**config.mk**
```make
export PLATFORM = sky130hd
export DESIGN_NAME = bullet_ctrl
export DESIGN_NICKNAME = d
export VERILOG_FILES = /design/src/rtl/bullet_ctrl.sv
export SDC_FILE = /design/constraint.sdc
export NUM_CORES = 1
export LEC_CHECK = 0
export ABC_AREA = 0
export CAP_MARGIN = 10
export CELL_PAD_IN_SITES_DETAIL_PLACEMENT = 1
export CELL_PAD_IN_SITES_GLOBAL_PLACEMENT = 2
export CORE_MARGIN = 10
export CORE_UTILIZATION = 33
export CTS_CLUSTER_SIZE = 20
export DETAILED_ROUTE_END_ITERATION = 6
export PLACE_DENSITY_LB_ADDON = 0.3
export RECOVER_POWER = 25
export SLEW_MARGIN = 20
export SYNTH_ARGS = -nofsm -noshare
export SYNTH_HDL_FRONTEND = slang
export SYNTH_SLANG_ARGS = --single-unit
export TNS_END_PERCENT = 1
```
**constraint.sdc**
```tcl
create_clock -name i_clk -period 7.6 [get_ports i_clk]
set_input_delay 1.14 -clock i_clk [delete_from_list [all_inputs] [get_ports i_clk]]
set_output_delay 1.14 -clock i_clk [all_outputs]
set_load 0.02 [all_outputs]
```
**src/rtl/bullet_ctrl.sv**
```systemverilog
// bullet_ctrl: per-player bullet engine.
// Spawns one bullet on a fire request, advances it once per frame tick,
// resolves shield / squat / hit against the opponent and owns the opponent's
// HP counter. All outputs except o_dead come straight from flops.
module bullet_ctrl #(
  parameter int X_W         = 11,
  parameter int BULLET_STEP = 12,
  parameter int X_MIN       = 0,
  parameter int X_MAX       = 1279,
  parameter int SPAWN_OFS   = 40,
  parameter int MUZZLE_DY   = 60,
  parameter int HIT_HALF_W  = 24,
  parameter int HP_W        = 3,
  parameter int HP_INIT     = 5,
  parameter int COOLDOWN    = 8
) (
  input  logic            i_clk,
  input  logic            i_rst,
  input  logic            i_frame_tick,
  input  logic            i_round_restart,
  input  logic            i_fire,
  input  logic            i_dir,
  input  logic [X_W-1:0]  i_shooter_x,
  input  logic [X_W-1:0]  i_shooter_y,
  input  logic [X_W-1:0]  i_target_x,
  input  logic            i_target_shield,
  input  logic            i_target_squat,
  output logic            o_active,
  output logic [X_W-1:0]  o_bullet_x,
  output logic [X_W-1:0]  o_bullet_y,
  output logic            o_hit,
  output logic            o_blocked,
  output logic [HP_W-1:0] o_target_hp,
  output logic            o_dead
);

  // Signed working width: two guard bits cover both the spawn offset beyond
  // the 11-bit range and negative positions off the left edge.
  localparam int SW    = X_W + 2;
  localparam int CNT_W = (COOLDOWN < 2) ? 1 : $clog2(COOLDOWN + 1);

  localparam logic signed [SW-1:0] STEP_S  = SW'(BULLET_STEP);
  localparam logic signed [SW-1:0] OFS_S   = SW'(SPAWN_OFS);
  localparam logic signed [SW-1:0] XMIN_S  = SW'(X_MIN);
  localparam logic signed [SW-1:0] XMAX_S  = SW'(X_MAX);
  localparam logic signed [SW-1:0] HALF_S  = SW'(HIT_HALF_W);
  localparam logic [X_W-1:0]       MDY_U   = X_W'(MUZZLE_DY);
  localparam logic [X_W-1:0]       XMIN_U  = X_W'(X_MIN);
  localparam logic [X_W-1:0]       XMAX_U  = X_W'(X_MAX);
  localparam logic [HP_W-1:0]      HP_RST  = HP_W'(HP_INIT);
  localparam logic [CNT_W-1:0]     CNT_LD  = CNT_W'(COOLDOWN);

  typedef enum logic [1:0] {
    ST_IDLE = 2'd0,
    ST_FLY  = 2'd1,
    ST_COOL = 2'd2
  } state_e;

  state_e            state_q, state_d;
  logic [X_W-1:0]    x_q, x_d;
  logic [X_W-1:0]    y_q, y_d;
  logic              dir_q, dir_d;
  logic              active_q, active_d;
  logic              hit_q, hit_d;
  logic              blocked_q, blocked_d;
  logic [HP_W-1:0]   hp_q, hp_d;
  logic              pend_q, pend_d;
  logic [CNT_W-1:0]  cnt_q, cnt_d;

  logic                 dead_s;
  logic signed [SW-1:0] shooter_s;
  logic signed [SW-1:0] spawn_raw_s;
  logic [X_W-1:0]       spawn_x_s;
  logic [X_W-1:0]       spawn_y_s;
  logic signed [SW-1:0] nx_s;
  logic signed [SW-1:0] dist_s;
  logic signed [SW-1:0] abs_dist_s;
  logic                 out_of_range_s;
  logic                 in_hit_s;
  logic [HP_W-1:0]      hp_dec_s;

  assign dead_s = (hp_q == {HP_W{1'b0}});

  // Spawn point and next-position geometry, all in signed arithmetic.
  always_comb begin
    shooter_s   = $signed({2'b00, i_shooter_x});
    spawn_raw_s = shooter_s + OFS_S;
    if (i_dir) begin
      spawn_raw_s = shooter_s - OFS_S;
    end else begin
      spawn_raw_s = shooter_s + OFS_S;
    end

    spawn_x_s = spawn_raw_s[X_W-1:0];
    if (spawn_raw_s < XMIN_S) begin
      spawn_x_s = XMIN_U;
    end else if (spawn_raw_s > XMAX_S) begin
      spawn_x_s = XMAX_U;
    end else begin
      spawn_x_s = spawn_raw_s[X_W-1:0];
    end

    spawn_y_s = {X_W{1'b0}};
    if (i_shooter_y >= MDY_U) begin
      spawn_y_s = i_shooter_y - MDY_U;
    end else begin
      spawn_y_s = {X_W{1'b0}};
    end

    nx_s = $signed({2'b00, x_q}) + STEP_S;
    if (dir_q) begin
      nx_s = $signed({2'b00, x_q}) - STEP_S;
    end else begin
      nx_s = $signed({2'b00, x_q}) + STEP_S;
    end

    dist_s     = nx_s - $signed({2'b00, i_target_x});
    abs_dist_s = dist_s;
    if (dist_s < $signed({SW{1'b0}})) begin
      abs_dist_s = -dist_s;
    end else begin
      abs_dist_s = dist_s;
    end

    out_of_range_s = (nx_s < XMIN_S) || (nx_s > XMAX_S);
    in_hit_s       = (abs_dist_s <= HALF_S);

    hp_dec_s = hp_q;
    if (dead_s) begin
      hp_dec_s = hp_q;
    end else begin
      hp_dec_s = hp_q - HP_W'(1'b1);
    end
  end

  // Next-state logic: spawn, flight, collision, cooldown and round restart.
  always_comb begin
    state_d   = state_q;
    x_d       = x_q;
    y_d       = y_q;
    dir_d     = dir_q;
    active_d  = active_q;
    hit_d     = 1'b0;
    blocked_d = 1'b0;
    hp_d      = hp_q;
    pend_d    = pend_q;
    cnt_d     = cnt_q;

    if (i_round_restart) begin
      state_d  = ST_IDLE;
      x_d      = {X_W{1'b0}};
      y_d      = {X_W{1'b0}};
      dir_d    = 1'b0;
      active_d = 1'b0;
      hp_d     = HP_RST;
      pend_d   = 1'b0;
      cnt_d    = {CNT_W{1'b0}};
    end else begin
      case (state_q)
        ST_IDLE: begin
          if (i_frame_tick) begin
            if ((pend_q || i_fire) && !dead_s) begin
              state_d  = ST_FLY;
              x_d      = spawn_x_s;
              y_d      = spawn_y_s;
              dir_d    = i_dir;
              active_d = 1'b1;
              pend_d   = 1'b0;
            end else begin
              pend_d = pend_q;
            end
          end else if (i_fire && !dead_s) begin
            pend_d = 1'b1;
          end else begin
            pend_d = pend_q;
          end
        end
        ST_FLY: begin
          if (i_frame_tick) begin
            if (out_of_range_s) begin
              state_d  = ST_COOL;
              active_d = 1'b0;
              cnt_d    = CNT_LD;
            end else if (in_hit_s && !i_target_squat) begin
              // Shield wins over a hit; either way the bullet is consumed.
              if (i_target_shield) begin
                blocked_d = 1'b1;
              end else begin
                hit_d = 1'b1;
                hp_d  = hp_dec_s;
              end
              state_d  = ST_COOL;
              active_d = 1'b0;
              cnt_d    = CNT_LD;
            end else begin
              x_d = nx_s[X_W-1:0];
            end
          end else begin
            x_d = x_q;
          end
        end
        ST_COOL: begin
          if (i_frame_tick) begin
            // A count of 0 or 1 both release on this tick.
            if (cnt_q <= CNT_W'(1'b1)) begin
              state_d = ST_IDLE;
              cnt_d   = {CNT_W{1'b0}};
            end else begin
              cnt_d = cnt_q - CNT_W'(1'b1);
            end
          end else begin
            cnt_d = cnt_q;
          end
        end
        default: begin
          state_d  = ST_IDLE;
          active_d = 1'b0;
          pend_d   = 1'b0;
          cnt_d    = {CNT_W{1'b0}};
        end
      endcase
    end
  end

  // State and output registers with asynchronous reset.
  always_ff @(posedge i_clk or posedge i_rst) begin
    if (i_rst) begin
      state_q   <= ST_IDLE;
      x_q       <= {X_W{1'b0}};
      y_q       <= {X_W{1'b0}};
      dir_q     <= 1'b0;
      active_q  <= 1'b0;
      hit_q     <= 1'b0;
      blocked_q <= 1'b0;
      hp_q      <= HP_RST;
      pend_q    <= 1'b0;
      cnt_q     <= {CNT_W{1'b0}};
    end else begin
      state_q   <= state_d;
      x_q       <= x_d;
      y_q       <= y_d;
      dir_q     <= dir_d;
      active_q  <= active_d;
      hit_q     <= hit_d;
      blocked_q <= blocked_d;
      hp_q      <= hp_d;
      pend_q    <= pend_d;
      cnt_q     <= cnt_d;
    end
  end

  assign o_active    = active_q;
  assign o_bullet_x  = x_q;
  assign o_bullet_y  = y_q;
  assign o_hit       = hit_q;
  assign o_blocked   = blocked_q;
  assign o_target_hp = hp_q;
  assign o_dead      = dead_s;

endmodule

```
==> out/results.env <==
PLACEMENT.IO_BUFFERS=69
WORST_REG2REG_PATH_LENGTH_IN_CELLS=16
POWER_LEAKAGE_nW=1.895
MAX_CAP_VIOLATIONS=1
HOLD_BUFFERS=0
CTS_POST_SETUP_BUFFERS_INSERTED=0
CLOCK_SKEW_NS=0.006639
VIOLATIONS='capacitance limit, slew limit'
AREA_GROWTH_PCT=25.13
VIASPERCELL=5.576
GRT_TOTAL_OVFL=0
WORST_SLEW_MARGIN_REL_PCT=-40.45
SYNTH.YOSYS.WARNINGS=0
SETUP.WORST_PATH.CLASS='reg -> reg'
DIE_WIDTH_UM=125.4
TIMING.FINAL.CRIT_PERIOD_NS=5.506
SLEW_VIOLATIONS=37
CTS_MADE_BUFFERS=5
ARRIVAL_NS=5.68
FINAL-SETUP-VIOL-COUNT=0
MULTI_INPUT_COMB_AREA_SQ_MM=0.002517
SYNTH_MOST_COMMON_CELL='sky130_fd_sc_hd__nand2_1'
DOMINANT_CELLS_BY_AREA_AFTER_SYNTHESIS='sky130_fd_sc_hd__dfrtp_1 23%, sky130_fd_sc_hd__ha_1 8.2%, sky130_fd_sc_hd__a21oi_1 4.6%, sky130_fd_sc_hd__xnor2_1 4.5%, sky130_fd_sc_hd__nand2_1 4.5%'
DIE_H_UM=125.4
SINKS_ON_THE_CLOCK_NET=36
DP_HPWL_MM=9.808
TIMING.CRITICAL_PATH.REQUIRED_NS=7.78
CLK-INSERTION-DELAY-LATE_NS=0.28
DRT-WIRELENGTH-PER-CELL_UM=17.88
ANTENNA_FOUND_INITIAL=0
CLKTRANSATPATHREGS_NS=0.08
POSTSYNTH.ASYNCRESETSHARE_PCT=100.0
CTS.REPAIR.RESIZED=0
CRITICAL_PATH.ENDPOINT_TYPE='flip-flop'
MAX_FREQUENCY_GHz=0.1816
ROUTABILITYCONGESTION=0.8375
AVGSYNTHCELLAREA_SQ_UM=7.764
YOSYSUNIQUECELLTYPES=65
CTSHTREEMAXLEVEL=2
POST_SYNTHESIS_INSTANCE_AREA_SQ_MM=0.003665
R2R-END='state_q[0]'
PIN_COUNT=70
LAYOUT.CORE_UTILIZATION_PCT=42.30
SYNTHFLOPTYPE='sky130_fd_sc_hd__dfrtp_1'
HOLD_PATH_STARTPOINT='o_bullet_y[5]'
WORST_SLEW_PIN_SLEW_NS=2.107
NUM_VIAS=3747
SYNTH_TOP_CELLS_BY_COUNT='44 x sky130_fd_sc_hd__nand2_1, 43 x sky130_fd_sc_hd__inv_1, 40 x sky130_fd_sc_hd__nor2_1'
SYNTH_TOP_AREA_SHARE_PCT=23.22
YOSYSSEQAREASHARE_PCT=24.65
FINALNETCOUNT=597
POSTSYNTHREGISTERBITS=36
HOLD_CRITICAL_PATH_ENDPOINT='o_bullet_y[5]'
WORST_R2R_STARTPOINT='o_bullet_x[2]'
POWER.IR.VDD_WORST_mV=0.1148
STATUS='finished with violations'
ANTENNADIODECOUNT=0
HOLD_VIOL=0
DRC_ERRORS=0
OVERALL_POWER_AFTER_LAYOUT_mW=1.146
ITERATION_COUNT_OF_THE_INITIAL_DETAILED_ROUTING_PASS=4
FF_LATCH_AREA_SQ_UM=903.4
FILL_CELLS=1327
HOLD_PATH.CLASS='reg -> reg'
FINALHOLDWORSTSLACK_NS=0.4882
SYNTH_TOP_AREA_CELL='sky130_fd_sc_hd__dfrtp_1'
NUMBER_OF_GLOBAL_ROUTE_VIAS_BEFORE_REPAIR=3968
CORE-AREA_SQ_MM=0.01084
POWER-PER-CELL-AREA_mW_PER_MM2=250.0
LAYOUT-DRIVE-GT1-SHARE_PCT=4.699
CLOCKROOTBUFFER='sky130_fd_sc_hd__clkbuf_8'
SETUP.WORST_PATH.START_CLASS='flip-flop'
MAX-CLOCK-PATH-BUFFERS=2
ROUTED_WL_MM=12.01
START_UTIL_PCT=33.81
SETUP_REPAIR_AFTER_GLOBAL_ROUTING_MISSED_ITS_MARGIN='false'
GLOBALROUTETOTALUTIL_PCT=14.84
GRT_FIRST_PASS_WIRELENGTH_MM=20.07
HOLD_PATH_DEPTH=2
WORSTPATHMAXFANOUT=14
FINAL_MIN_PERIOD_OVER_CLOCK_PERIOD_PCT=72.45
FLOORPLAN.DIE_AREA_SQ_MM=0.01572
PLACEMENT_ROWS=38
CLOCK_TREE_FROM_TRITONCTS='done'
COUNT_OF_FLIP_FLOPS_WITH_A_BUILT_IN_ENABLE_AFTER_SYNTHESIS=0
DRT-INITIAL-DRC-COUNT=165
MAXIMUM_NUMBER_OF_PINS_ON_ONE_NET_BEFORE_GLOBAL_ROUTE_REPAIR=37
TIMING.SETUP.TNS_NS=0
SYNTHESIS.INSTANCES=472
SETUP.REG_TO_REG.WORST_SLACK_NS=2.09
SYNTH.NET_COUNT=538
POSTROUTEANTENNANETS=0
-- state kept, by name, summed over array words and instances (netlist names) --
register	count
state_q	2
o_hit	1
o_target_hp	3
o_active	1
o_bullet_y	11
o_bullet_x	11
pend_q	1
dir_q	1
cnt_q	4
o_blocked	1
-- cell usage in the layout (no fill, tap or decap), drive strengths merged, types with 3 or more instances in the layout --
| cell type | netlist | final |
|---|---|---|
| xor2 | 8 | 8 |
| nand3 | 16 | 16 |
| o21a | 4 | 4 |
| a21o | 5 | 5 |
| o21ai | 32 | 32 |
| nor4b | 3 | 3 |
| or3 | 7 | 7 |
| clkbuf | 13 | 8 |
| a211o | 3 | 3 |
| or4 | 3 | 3 |
| xnor2 | 19 | 19 |
| o22ai | 6 | 6 |
| o211a | 3 | 3 |
| a41oi | 3 | 3 |
| a221oi | 6 | 6 |
| a31oi | 4 | 4 |
| nor2b | 3 | 3 |
| mux2 | 4 | 4 |
| nand2 | 44 | 44 |
| a32o | 3 | 3 |
| or2 | 3 | 3 |
| a211oi | 7 | 7 |
| nor2 | 40 | 40 |
| ha | 24 | 24 |
| and2 | 4 | 4 |
| a21oi | 34 | 34 |
| nand2b | 8 | 8 |
| dfrtp | 34 | 34 |
| mux2i | 9 | 9 |
| a2111oi | 4 | 4 |
| clkdlybuf4s50 | 0 | 68 |
| inv | 43 | 43 |
| nor3b | 3 | 3 |
| and3 | 6 | 6 |
| nor3 | 17 | 17 |
| o211ai | 9 | 9 |
-- power breakdown --
part	leakage (nW)	switching, mW	internal, mW
clock	0.0645	0.0745	0.116
combinational	1.35	0.424	0.282
sequential	0.478	0.0366	0.214
-- metal layers --
metal / part of all wire (%) / up-vias / GRT usage [%]
li1: - / 1827 / -
met1: 45 / 1823 / 18.54
met4: 1.1 / 0 / 3.117
met2: 49 / 87 / 25.92
met5: 0 / - / 0
met3: 4.8 / 10 / 2.662
-- kinds of logic after synthesis --
family                     synth area share, %
and+or+nand+nor                          22.91
AOI/OAI and AO/OA                        26.77
buffers and inverters                    6.794
DFF                                      24.65
xor gates and xnor gates                 6.453
adders and majority gates                8.740
muxes                                    3.687
-- through the flow --
stage,instances,area (sq um),setup slack (ns)
global placement,664,4458,2.087
CTS,672,4584,2.100
floorplan,472,3665,2.852
detailed placement,664,4458,1.985
finish,672,4586,2.094
global route,672,4586,1.695
-- critical path: stages (launching register included) --
cell	delay, ns
sky130_fd_sc_hd__dfrtp_1	0.48
sky130_fd_sc_hd__inv_1	0.19
sky130_fd_sc_hd__ha_1	0.27
sky130_fd_sc_hd__nor3_1	0.18
sky130_fd_sc_hd__a21oi_1	0.08
sky130_fd_sc_hd__xnor2_1	0.37
sky130_fd_sc_hd__ha_1	0.38
sky130_fd_sc_hd__a21oi_1	0.23
sky130_fd_sc_hd__o21ai_0	0.15
sky130_fd_sc_hd__or3_1	0.39
sky130_fd_sc_hd__a22oi_1	0.28
sky130_fd_sc_hd__nand2_1	0.14
sky130_fd_sc_hd__or4b_1	0.52
sky130_fd_sc_hd__a32o_1	0.28
sky130_fd_sc_hd__o41ai_4	0.73
sky130_fd_sc_hd__or3b_1	0.45
sky130_fd_sc_hd__a32o_1	0.28
-- final cells by class --
cell class,count,share of cell area [%]
inverter,43,3.520
tap,140,3.820
timing repair buffer,71,15.31
multi-input combinational,374,54.90
clock buffer,7,2.101
clock inverter,1,0.6548
sequential,36,19.70
-- how the worst max path moves through the flow --
| stage | startpoint | endpoint | slack, ns | depth (start not counted) |
|---|---|---|---|---|
| global placement | i_target_x[7] | state_q[0] | 2.09 | 13 |
| global route | dir_q | state_q[0] | 1.70 | 15 |
| finish | o_bullet_x[2] | state_q[0] | 2.09 | 16 |
| floorplan | dir_q | state_q[0] | 2.85 | 16 |
| CTS | dir_q | state_q[0] | 2.10 | 15 |
| detailed placement | i_target_x[7] | state_q[0] | 1.99 | 13 |
No activity file was read; power rests on OpenSTA's default activity.
